===== src/rtl/mcu_pkg.sv =====
// Shared constants for the 14-bit-instruction MCU core: widths, NOP and the
// opcode match patterns used by the fetch unit's program-flow decode.
package mcu_pkg;
  localparam int PC_W    = 11;
  localparam int INSTR_W = 14;

  localparam logic [INSTR_W-1:0] NOP_WORD    = 14'h0000;
  localparam logic [INSTR_W-1:0] GOTO_MASK   = 14'h3800;
  localparam logic [INSTR_W-1:0] GOTO_VAL    = 14'h2800;
  localparam logic [INSTR_W-1:0] CALL_MASK   = 14'h3800;
  localparam logic [INSTR_W-1:0] CALL_VAL    = 14'h2000;
  localparam logic [INSTR_W-1:0] RETURN_MASK = 14'h3FFF;
  localparam logic [INSTR_W-1:0] RETURN_VAL  = 14'h0008;
  localparam logic [INSTR_W-1:0] RETLW_MASK  = 14'h3C00;
  localparam logic [INSTR_W-1:0] RETLW_VAL   = 14'h3400;

  typedef enum logic [2:0] {FL_SEQ, FL_GOTO, FL_CALL, FL_RET, FL_SKIP} flow_e;

  function automatic logic op_match(input logic [INSTR_W-1:0] ir,
                                    input logic [INSTR_W-1:0] mask,
                                    input logic [INSTR_W-1:0] val);
    return (ir & mask) == val;
  endfunction
endpackage


===== src/rtl/return_stack.sv =====
// Circular hardware return stack: DEPTH x W register file, wrapping pointer,
// and a saturating depth counter that only drives the sticky ovf/unf flags.
module return_stack #(
  parameter int DEPTH = 8,
  parameter int W     = 11
) (
  input  logic                       clk,
  input  logic                       rst_n,
  input  logic                       push,
  input  logic                       pop,
  input  logic [W-1:0]               push_data,
  output logic [W-1:0]               pop_data,
  output logic [$clog2(DEPTH)-1:0]   sp,
  output logic                       ovf,
  output logic                       unf
);
  localparam int SP_W  = $clog2(DEPTH);
  localparam int CNT_W = $clog2(DEPTH + 1);

  logic [W-1:0]     mem [DEPTH];
  logic [SP_W-1:0]  sp_dec;
  logic [CNT_W-1:0] depth;

  assign sp_dec   = sp - SP_W'(1);
  assign pop_data = mem[sp_dec];

  // Contents are deliberately not reset; only the pointer state is.
  always_ff @(posedge clk) begin
    if (push) mem[sp] <= push_data;
  end

  always_ff @(posedge clk or negedge rst_n) begin
    if (!rst_n) begin
      sp    <= '0;
      depth <= '0;
      ovf   <= 1'b0;
      unf   <= 1'b0;
    end else if (push) begin
      sp <= sp + SP_W'(1);
      if (depth == CNT_W'(DEPTH)) ovf <= 1'b1;
      else                        depth <= depth + CNT_W'(1);
    end else if (pop) begin
      sp <= sp_dec;
      if (depth == '0) unf <= 1'b1;
      else             depth <= depth - CNT_W'(1);
    end
  end
endmodule


===== src/rtl/pc_fetch_unit.sv =====
// Fetch stage of the 2-stage MCU pipeline: PC, IR, program-flow decode and
// the next-PC priority mux; transfers and skips insert a single bubble.
module pc_fetch_unit
  import mcu_pkg::*;
#(
  parameter int              STACK_DEPTH  = 8,
  parameter logic [PC_W-1:0] RESET_VECTOR = 11'h000
) (
  input  logic                           clk,
  input  logic                           rst_n,
  input  logic                           stall_in,
  input  logic                           skip_in,
  input  logic [INSTR_W-1:0]             Rom_data_in,
  output logic [PC_W-1:0]                Rom_addr_out,
  output logic [INSTR_W-1:0]             ir_out,
  output logic                           ir_valid_out,
  output logic [$clog2(STACK_DEPTH)-1:0] sp_out,
  output logic                           stack_ovf,
  output logic                           stack_unf
);
  logic [PC_W-1:0]    pc, pc_next, pop_data;
  logic [INSTR_W-1:0] ir, ir_next;
  logic               ir_vld, ir_vld_next;
  logic               push, pop;
  flow_e              flow;

  // Bubbles never decode as transfers; transfers outrank a stray skip.
  always_comb begin
    flow = FL_SEQ;
    if (ir_vld) begin
      if      (op_match(ir, GOTO_MASK, GOTO_VAL))     flow = FL_GOTO;
      else if (op_match(ir, CALL_MASK, CALL_VAL))     flow = FL_CALL;
      else if (op_match(ir, RETURN_MASK, RETURN_VAL) ||
               op_match(ir, RETLW_MASK, RETLW_VAL))   flow = FL_RET;
      else if (skip_in)                               flow = FL_SKIP;
    end else if (skip_in) begin
      flow = FL_SKIP;
    end
  end

  assign push = !stall_in && (flow == FL_CALL);
  assign pop  = !stall_in && (flow == FL_RET);

  always_comb begin
    pc_next     = pc + PC_W'(1);
    ir_next     = NOP_WORD;
    ir_vld_next = 1'b0;
    case (flow)
      FL_GOTO, FL_CALL: pc_next = ir[PC_W-1:0];
      FL_RET:           pc_next = pop_data;
      FL_SKIP:          ;
      default: begin
        ir_next     = Rom_data_in;
        ir_vld_next = 1'b1;
      end
    endcase
  end

  always_ff @(posedge clk or negedge rst_n) begin
    if (!rst_n) begin
      pc     <= RESET_VECTOR;
      ir     <= NOP_WORD;
      ir_vld <= 1'b0;
    end else if (!stall_in) begin
      pc     <= pc_next;
      ir     <= ir_next;
      ir_vld <= ir_vld_next;
    end
  end

  // pc already points past the CALL, so it is the return address.
  return_stack #(.DEPTH(STACK_DEPTH), .W(PC_W)) u_stack (
    .clk       (clk),
    .rst_n     (rst_n),
    .push      (push),
    .pop       (pop),
    .push_data (pc),
    .pop_data  (pop_data),
    .sp        (sp_out),
    .ovf       (stack_ovf),
    .unf       (stack_unf)
  );

  assign Rom_addr_out = pc;
  assign ir_out       = ir;
  assign ir_valid_out = ir_vld;
endmodule


===== config.mk =====
export PLATFORM = sky130hd
export DESIGN_NAME = pc_fetch_unit
export DESIGN_NICKNAME = d
export VERILOG_FILES = /design/src/rtl/mcu_pkg.sv /design/src/rtl/return_stack.sv /design/src/rtl/pc_fetch_unit.sv
export SDC_FILE = /design/constraint.sdc
export NUM_CORES = 1
export LEC_CHECK = 0
export BUFFER_PORTS_ARGS = -buffer_cell sky130_fd_sc_hd__buf_4
export CAP_MARGIN = 15
export CORE_MARGIN = 2
export CORE_UTILIZATION = 53
export DETAILED_ROUTE_END_ITERATION = 10
export PLACE_DENSITY = 0.74
export RECOVER_POWER = 100
export SYNTH_ARGS = -nofsm -noshare
export SYNTH_HDL_FRONTEND = slang
export SYNTH_SLANG_ARGS = --single-unit

===== constraint.sdc =====
create_clock -name clk -period 2.6 [get_ports clk]
set_clock_uncertainty 0.2 [all_clocks]
set_input_delay 0.26 -clock clk [delete_from_list [all_inputs] [get_ports clk]]
set_output_delay 0.26 -clock clk [all_outputs]
set_load 0.005 [all_outputs]

==> flow_summary.yaml, run 1 <==
detailed_routing:
  drc: 0
  drtIter0Drc: 241
  wl_per_cell_um: 20.8
  drt_first_pass_iters: 4
  wl_um: 11800
  via_per_inst: 5.81
  vias: 3291
  postRouteAntennaNets: 0
timing:
  fmaxAchievable_mhz: 400
  slew_headroom_pct: -29.2
  hold_viol: 0
  max_slew.worst_pin.slew_ns: 1.94
  drv_slew: 36
  rsz0062_at_grt: "false"
  fin_setup_tns_ns: 0
  whs_ns: 0.280
  setup_viol: 0
  fin_crit_sh_pct: 96.1
  period_minus_slack_ns: 2.50
grt:
  grt_pass1_wl_um: 18600
  antenna_found_initial: 0
  busiest_layer: "met2"
  grt_overflow: 0
  met3_usage_pct: 6.61
  grt_usage_pct: 23.0
  grt_max_degree: 36
  grt_use_met1_pct: 30.2
  use_met2_pct: 37.5
  first_global_vias: 3387
layout:
  fillCellCount: 674
  syn_to_final_growth_pct: 23.0
  final_cell_mix: "88 x edfxtp_1, 35 x dfrtp_1, 25 x clkbuf_4"
  drive_gt1_share_pct: 26.1
  post-route-cell-area_um2: 6590
  final_nets: 444
  final_util_pct: 67.4
  final_common_cell: "edfxtp_1"
  diodes: 0
clocking:
  cts_buffers: 17
  root_buffer: "clkbuf_8"
  insertion_delay_ns: 0.52
  cts_tree: "built"
  cts_resized: 0
  clk_pin_slew_ns: 0.06
  htree_num_levels: 4
  clk_path_buf_depth: 2
  clock-sinks: 123
  postCtsSetupRepairBufs: 0
setup_path:
  reg2reg_setup_slack_ns: 0.10
  reg2regPathDepth: 6
  critPathKind: "flip-flop to flip-flop"
  startpoint: "ir_out[11]$_DFFE_PN0N_"
  critPathRequiredTime_ns: 2.60
  startpoint_type: "flip-flop"
  cp_data_arrival_time_ns: 2.50
  reg2reg_from: "ir_out[11]$_DFFE_PN0N_"
  cp_max_fo: 9
  critPathCaptureType: "flip-flop"
  r2r_end: "u_stack.mem[3][5]$_DFFE_PP_"
power_and_ir_drop:
  clkPwrFrac_pct: 31.1
  combPwrFrac_pct: 30.4
  swShare_pct: 31.5
  ir_drop_uv: 575
  p_int_mw: 4.80
  p_sw_mw: 2.21
  seq_power_share_pct: 38.5
  pwr_density_cell_nw_per_um2: 1060
  total_power_mw: 7.01
  leakage_nw: 2.49
floorplanning:
  die_y_um: 105
  rows: 36
  start_util_pct: 54.8
  io_pins: 49
  die_area_um2: 10900
  die_x_um: 105
  core_area_um2: 9770
synth:
  yosys_warnings: 0
  yosysSeqAreaShare_pct: 65.7
  yosysUniqueCellTypes: 54
  netlist_area_um2: 5360
  synth_edf_count: 88
  avgSynthCellArea_um2: 16.4
  async_reset_ff_share_pct: 28.5
  synth_nets: 351
  netlist_instances: 327
  synth_ff_type: "edfxtp_1"
  ys_ff_latch: 123
place:
  dp_hpwl_um: 7300
  placed_area_um2: 5990
  routabilityCongestion: 0.818
  numPortBuffers: 48
worst_hold_path:
  hold_start: "u_stack.ovf$_DFFE_PN0P_"
  min_to: "u_stack.ovf$_DFFE_PN0P_"
  min_path_type: "flip-flop to flip-flop"
  hold_path_depth: 1
job:
  cap_violations: 1
run_status:
  outcome: "complete, but fails checks"
  violations: "capacitance limit, slew limit"
==> final cells by class <==
| type | instances | area [µm²] | area share, % |
|---|---|---|---|
| repair buffers | 90 | 634 | 9.63 |
| clock buffers | 19 | 442 | 6.70 |
| well taps | 133 | 166 | 2.53 |
| clock inverters | 13 | 118 | 1.78 |
| inverters | 12 | 45.0 | 0.684 |
| flip-flops and latches | 123 | 3520 | 53.4 |
| multi-input cells | 176 | 1670 | 25.3 |
==> registers in the layout, summed over array words and instances (netlist names) <==
name,flops
u_stack.unf,1
ir_valid_out,1
u_stack.sp,3
ir_out,14
u_stack.ovf,1
u_stack.mem,88
Rom_addr_out,11
u_stack.depth,4
==> metal layers <==
metal / vias up / share of wire [%] / wire (µm)
met5: - / 0 / 0
met4: 0 / 2.0 / 233
met3: 19 / 5.5 / 645
met2: 106 / 49 / 5790
met1: 1672 / 43 / 5110
li1: 1494 / - / -
==> power by group through the flow <==
| stage | clock (mW) | sequential (mW) | combinational [mW] |
|---|---|---|---|
| floorplan | 0 | 2.78 | 1.39 |
| global placement | 0 | 2.72 | 2.16 |
| detailed placement | 0 | 2.74 | 2.23 |
| CTS | 2.21 | 2.70 | 2.27 |
| global route | 2.30 | 2.74 | 2.32 |
| finish | 2.18 | 2.70 | 2.13 |
==> kinds of logic after synthesis <==
group           Yosys count  synth area share [%]
flops                   123                  65.7
compound gates           65                  8.97
buf+inv                  28                  2.87
mux                      35                  12.6
fa+ha+maj                 6                  1.54
xor+xnor                 13                  2.13
simple gates             57                  6.21
==> how the worst max path moves through the flow <==
stage	endpoint
after floorplan	Rom_addr_out[8]$_DFFE_PN0N_
after global placement	u_stack.depth[3]$_DFFE_PN0P_
after detailed placement	u_stack.depth[3]$_DFFE_PN0P_
after CTS	u_stack.depth[3]$_DFFE_PN0P_
after global routing	u_stack.mem[3][3]$_DFFE_PP_
final	u_stack.mem[3][5]$_DFFE_PP_
==> cell usage after synthesis (all sizes together) (3+ instances only) <==
cell type / instances / area [µm²]
nand2: 16 / 60.1
xor2: 6 / 52.6
xnor2: 7 / 61.3
dfrtp: 35 / 876
edfxtp: 88 / 2640
mux4: 22 / 541
o21ai: 12 / 60.1
a31oi: 4 / 25.0
clkbuf: 6 / 22.5
nor2: 11 / 41.3
buf: 10 / 86.3
nand4: 3 / 25.0
ha: 5 / 62.6
inv: 12 / 45.0
mux2: 3 / 33.8
mux2i: 10 / 100
o22a: 7 / 61.3
nor3: 10 / 61.3
nand3: 7 / 40.0
a22o: 14 / 124
a21o: 4 / 31.3
a21oi: 11 / 55.1
==> repair_timing <==
item                                   4_1_cts  5_1_grt
hold buffers                                17        0
setup endpoints to repair                    0        0
endpoints found under the hold margin       51        0
==> critical path, stage by stage, from the launching register on <==
cell	delay (ns)
dfrtp_1	0.41
and3b_1	0.29
and2_1	0.18
inv_2	0.07
clkbuf_1	0.20
nor3_1	0.46
buf_2	0.37
==> per-stage QoR <==
stage / cells / setup slack (ns)
final: 566 / 0.100
after global routing: 566 / 0.0144
after CTS: 566 / 0.134
after detailed placement: 517 / 0.160
after global placement: 517 / 0.219
after floorplan: 327 / 0.0165
Note: power is estimated with default switching activity, not from simulation.
==> run 2: changes to the inputs <==
--- a/config.mk
+++ b/config.mk
@@ -5,11 +5,13 @@
 export SDC_FILE = /design/constraint.sdc
 export NUM_CORES = 1
 export LEC_CHECK = 0
+export ABC_CLOCK_PERIOD_IN_PS = 2600
 export BUFFER_PORTS_ARGS = -buffer_cell sky130_fd_sc_hd__buf_4
 export CAP_MARGIN = 15
 export CORE_MARGIN = 2
 export CORE_UTILIZATION = 53
 export DETAILED_ROUTE_END_ITERATION = 10
+export GPL_TIMING_DRIVEN = 0
 export PLACE_DENSITY = 0.74
 export RECOVER_POWER = 100
 export SYNTH_ARGS = -nofsm -noshare
==> flow_summary.yaml, run 2 (synthesis results as in run 1) <==
floorplanning:
  die_y_um: 105
  core_area_um2: 9770
  start_util_pct: 54.8
  io_pins: 49
  die_area_um2: 10900
  rows: 36
  die_x_um: 105
layout:
  fin_cells: 571
  regMostFlops: "u_stack.mem"
  final_common_cell: "edfxtp_1"
  final_nets: 449
  final_util_pct: 70.1
  fillCellCount: 632
  seqCellArea_um2: 3520
  largest_register_ffs: 88
  final_cell_mix: "88 x edfxtp_1, 32 x dfrtp_1, 24 x clkbuf_4"
  drive_gt1_share_pct: 29.5
  syn_to_final_growth_pct: 28.0
  diodes: 0
  multi_input_area_um2: 1730
detailed_routing:
  drt_first_pass_iters: 5
  drc: 0
  drtIter0Drc: 192
  wl_um: 12200
  vias: 3390
  via_per_inst: 5.94
  postRouteAntennaNets: 0
  wl_per_cell_um: 21.3
timing:
  slew_headroom_pct: 34.9
  postLayoutSetupSlackWorst_ns: 0.0798
  setup_viol: 0
  fin_crit_sh_pct: 96.9
  drv_slew: 0
  rsz0062_at_grt: "false"
  hold_viol: 0
  fin_setup_tns_ns: 0
  max_slew.worst_pin.slew_ns: 0.969
  fmaxAchievable_mhz: 397
  period_minus_slack_ns: 2.52
power_and_ir_drop:
  seq_power_share_pct: 38.3
  pwr_density_cell_nw_per_um2: 1090
  clkPwrFrac_pct: 31.9
  p_sw_mw: 2.32
  total_power_mw: 7.45
  ir_drop_uv: 577
  swShare_pct: 31.2
  combPwrFrac_pct: 29.8
  p_int_mw: 5.12
  leakage_nw: 2.60
place:
  dp.cells: 513
  routabilityCongestion: 0.865
  dp_hpwl_um: 7620
  numPortBuffers: 48
  post-place-ws_ns: -0.576
setup_path:
  startpoint_type: "flip-flop"
  critPathCaptureType: "flip-flop"
  cp_data_arrival_time_ns: 2.53
  critPathRequiredTime_ns: 2.61
  cp_max_fo: 7
  reg2reg_setup_slack_ns: 0.08
  crit_chain: "and3b_2 > and2_1 > buf_4 > nand2_1 > nor2_1 > clkbuf_2"
  slowest_delay_ns: 0.52
  slowest_stage: "nor2_1"
  critPathKind: "flip-flop to flip-flop"
grt:
  grt_overflow: 0
  grt_max_degree: 36
  grt_pass1_wl_um: 19200
  grt_usage_pct: 23.7
  first_global_vias: 3512
  antenna_found_initial: 0
clocking:
  clk_path_buf_depth: 2
  cts_buffers: 17
  clk_pin_slew_ns: 0.06
  root_buffer: "clkbuf_8"
  clock-sinks: 123
  cts_tree: "built"
  htree_num_levels: 4
  insertion_delay_ns: 0.52
run_status:
  outcome: "finished clean"
job:
  cap_violations: 0
worst_hold_path:
  min_path_type: "input pin to flip-flop"
==> run 2: power by group through the flow <==
stage	Clock, mW	Sequential (mW)	Combinational, mW
after floorplan	0	2.78	1.39
after global placement	0	2.85	1.94
after detailed placement	0	2.88	2.01
after CTS	2.39	2.85	2.22
after global routing	2.47	2.90	2.39
final	2.38	2.85	2.22
==> run 2: worst paths after layout <==
kind | start | to | depth (start not counted)
max in group asynchronous | rst_n | ir_out[13]$_DFFE_PN0N_ | 2
worst max-delay path | ir_out[11]$_DFFE_PN0N_ | u_stack.mem[6][5]$_DFFE_PP_ | 6
worst min register to register | u_stack.unf$_DFFE_PN0P_ | u_stack.unf$_DFFE_PN0P_ | 1
min in group asynchronous | rst_n | ir_out[12]$_DFFE_PN0N_ | 2
worst max register to register | ir_out[11]$_DFFE_PN0N_ | u_stack.mem[6][5]$_DFFE_PP_ | 6
worst min-delay path | stall_in | u_stack.unf$_DFFE_PN0P_ | 3
==> run 2: critical path: cells and delay by family, from the launching register on <==
family	cells	cell delay, ns
simple gates	4	1.04
flops	1	0.44
buf+inv	2	0.51
==> run 2: stage by stage <==
| stage | hold slack, ns | cell area, µm² |
|---|---|---|
| after floorplan | -0.236 | 5360 |
| after global placement | 0.0343 | 5890 |
| after detailed placement | 0.0369 | 5970 |
| after CTS | 0.0172 | 6840 |
| after global routing | 0.0457 | 6860 |
| final | 0.0390 | 6860 |
==> run 2: cell type report <==
class	instances	share of cell area (%)
buffer	15	1.99
clock buffer	17	6.04
timing repair buffer	80	9.36
multi-input combinational	176	25.3
clock inverter	15	2.77
inverter	12	0.730
tap	133	2.43
sequential	123	51.4
==> run 2: routing by layer <==
layer | track usage [%] | wire (µm) | vias to the layer above | part of all wire (%)
li1 | - | - | 1501 | -
met1 | 31.2 | 5100 | 1723 | 42
met2 | 38.3 | 6130 | 145 | 50
met3 | 4.99 | 710 | 21 | 5.8
met4 | 10.4 | 238 | 0 | 2.0
met5 | 0 | 0 | - | 0
==> run 2: what timing repair did <==
action | 4_1_cts | 5_1_grt
buffers inserted | 1 | 3
endpoints found under the setup margin | 34 | 35
resized for setup | 12 | 15
hold buffers | 21 | 0
pin swaps | 0 | 2
cloned | 0 | 0
endpoints found under the hold margin | 50 | 0
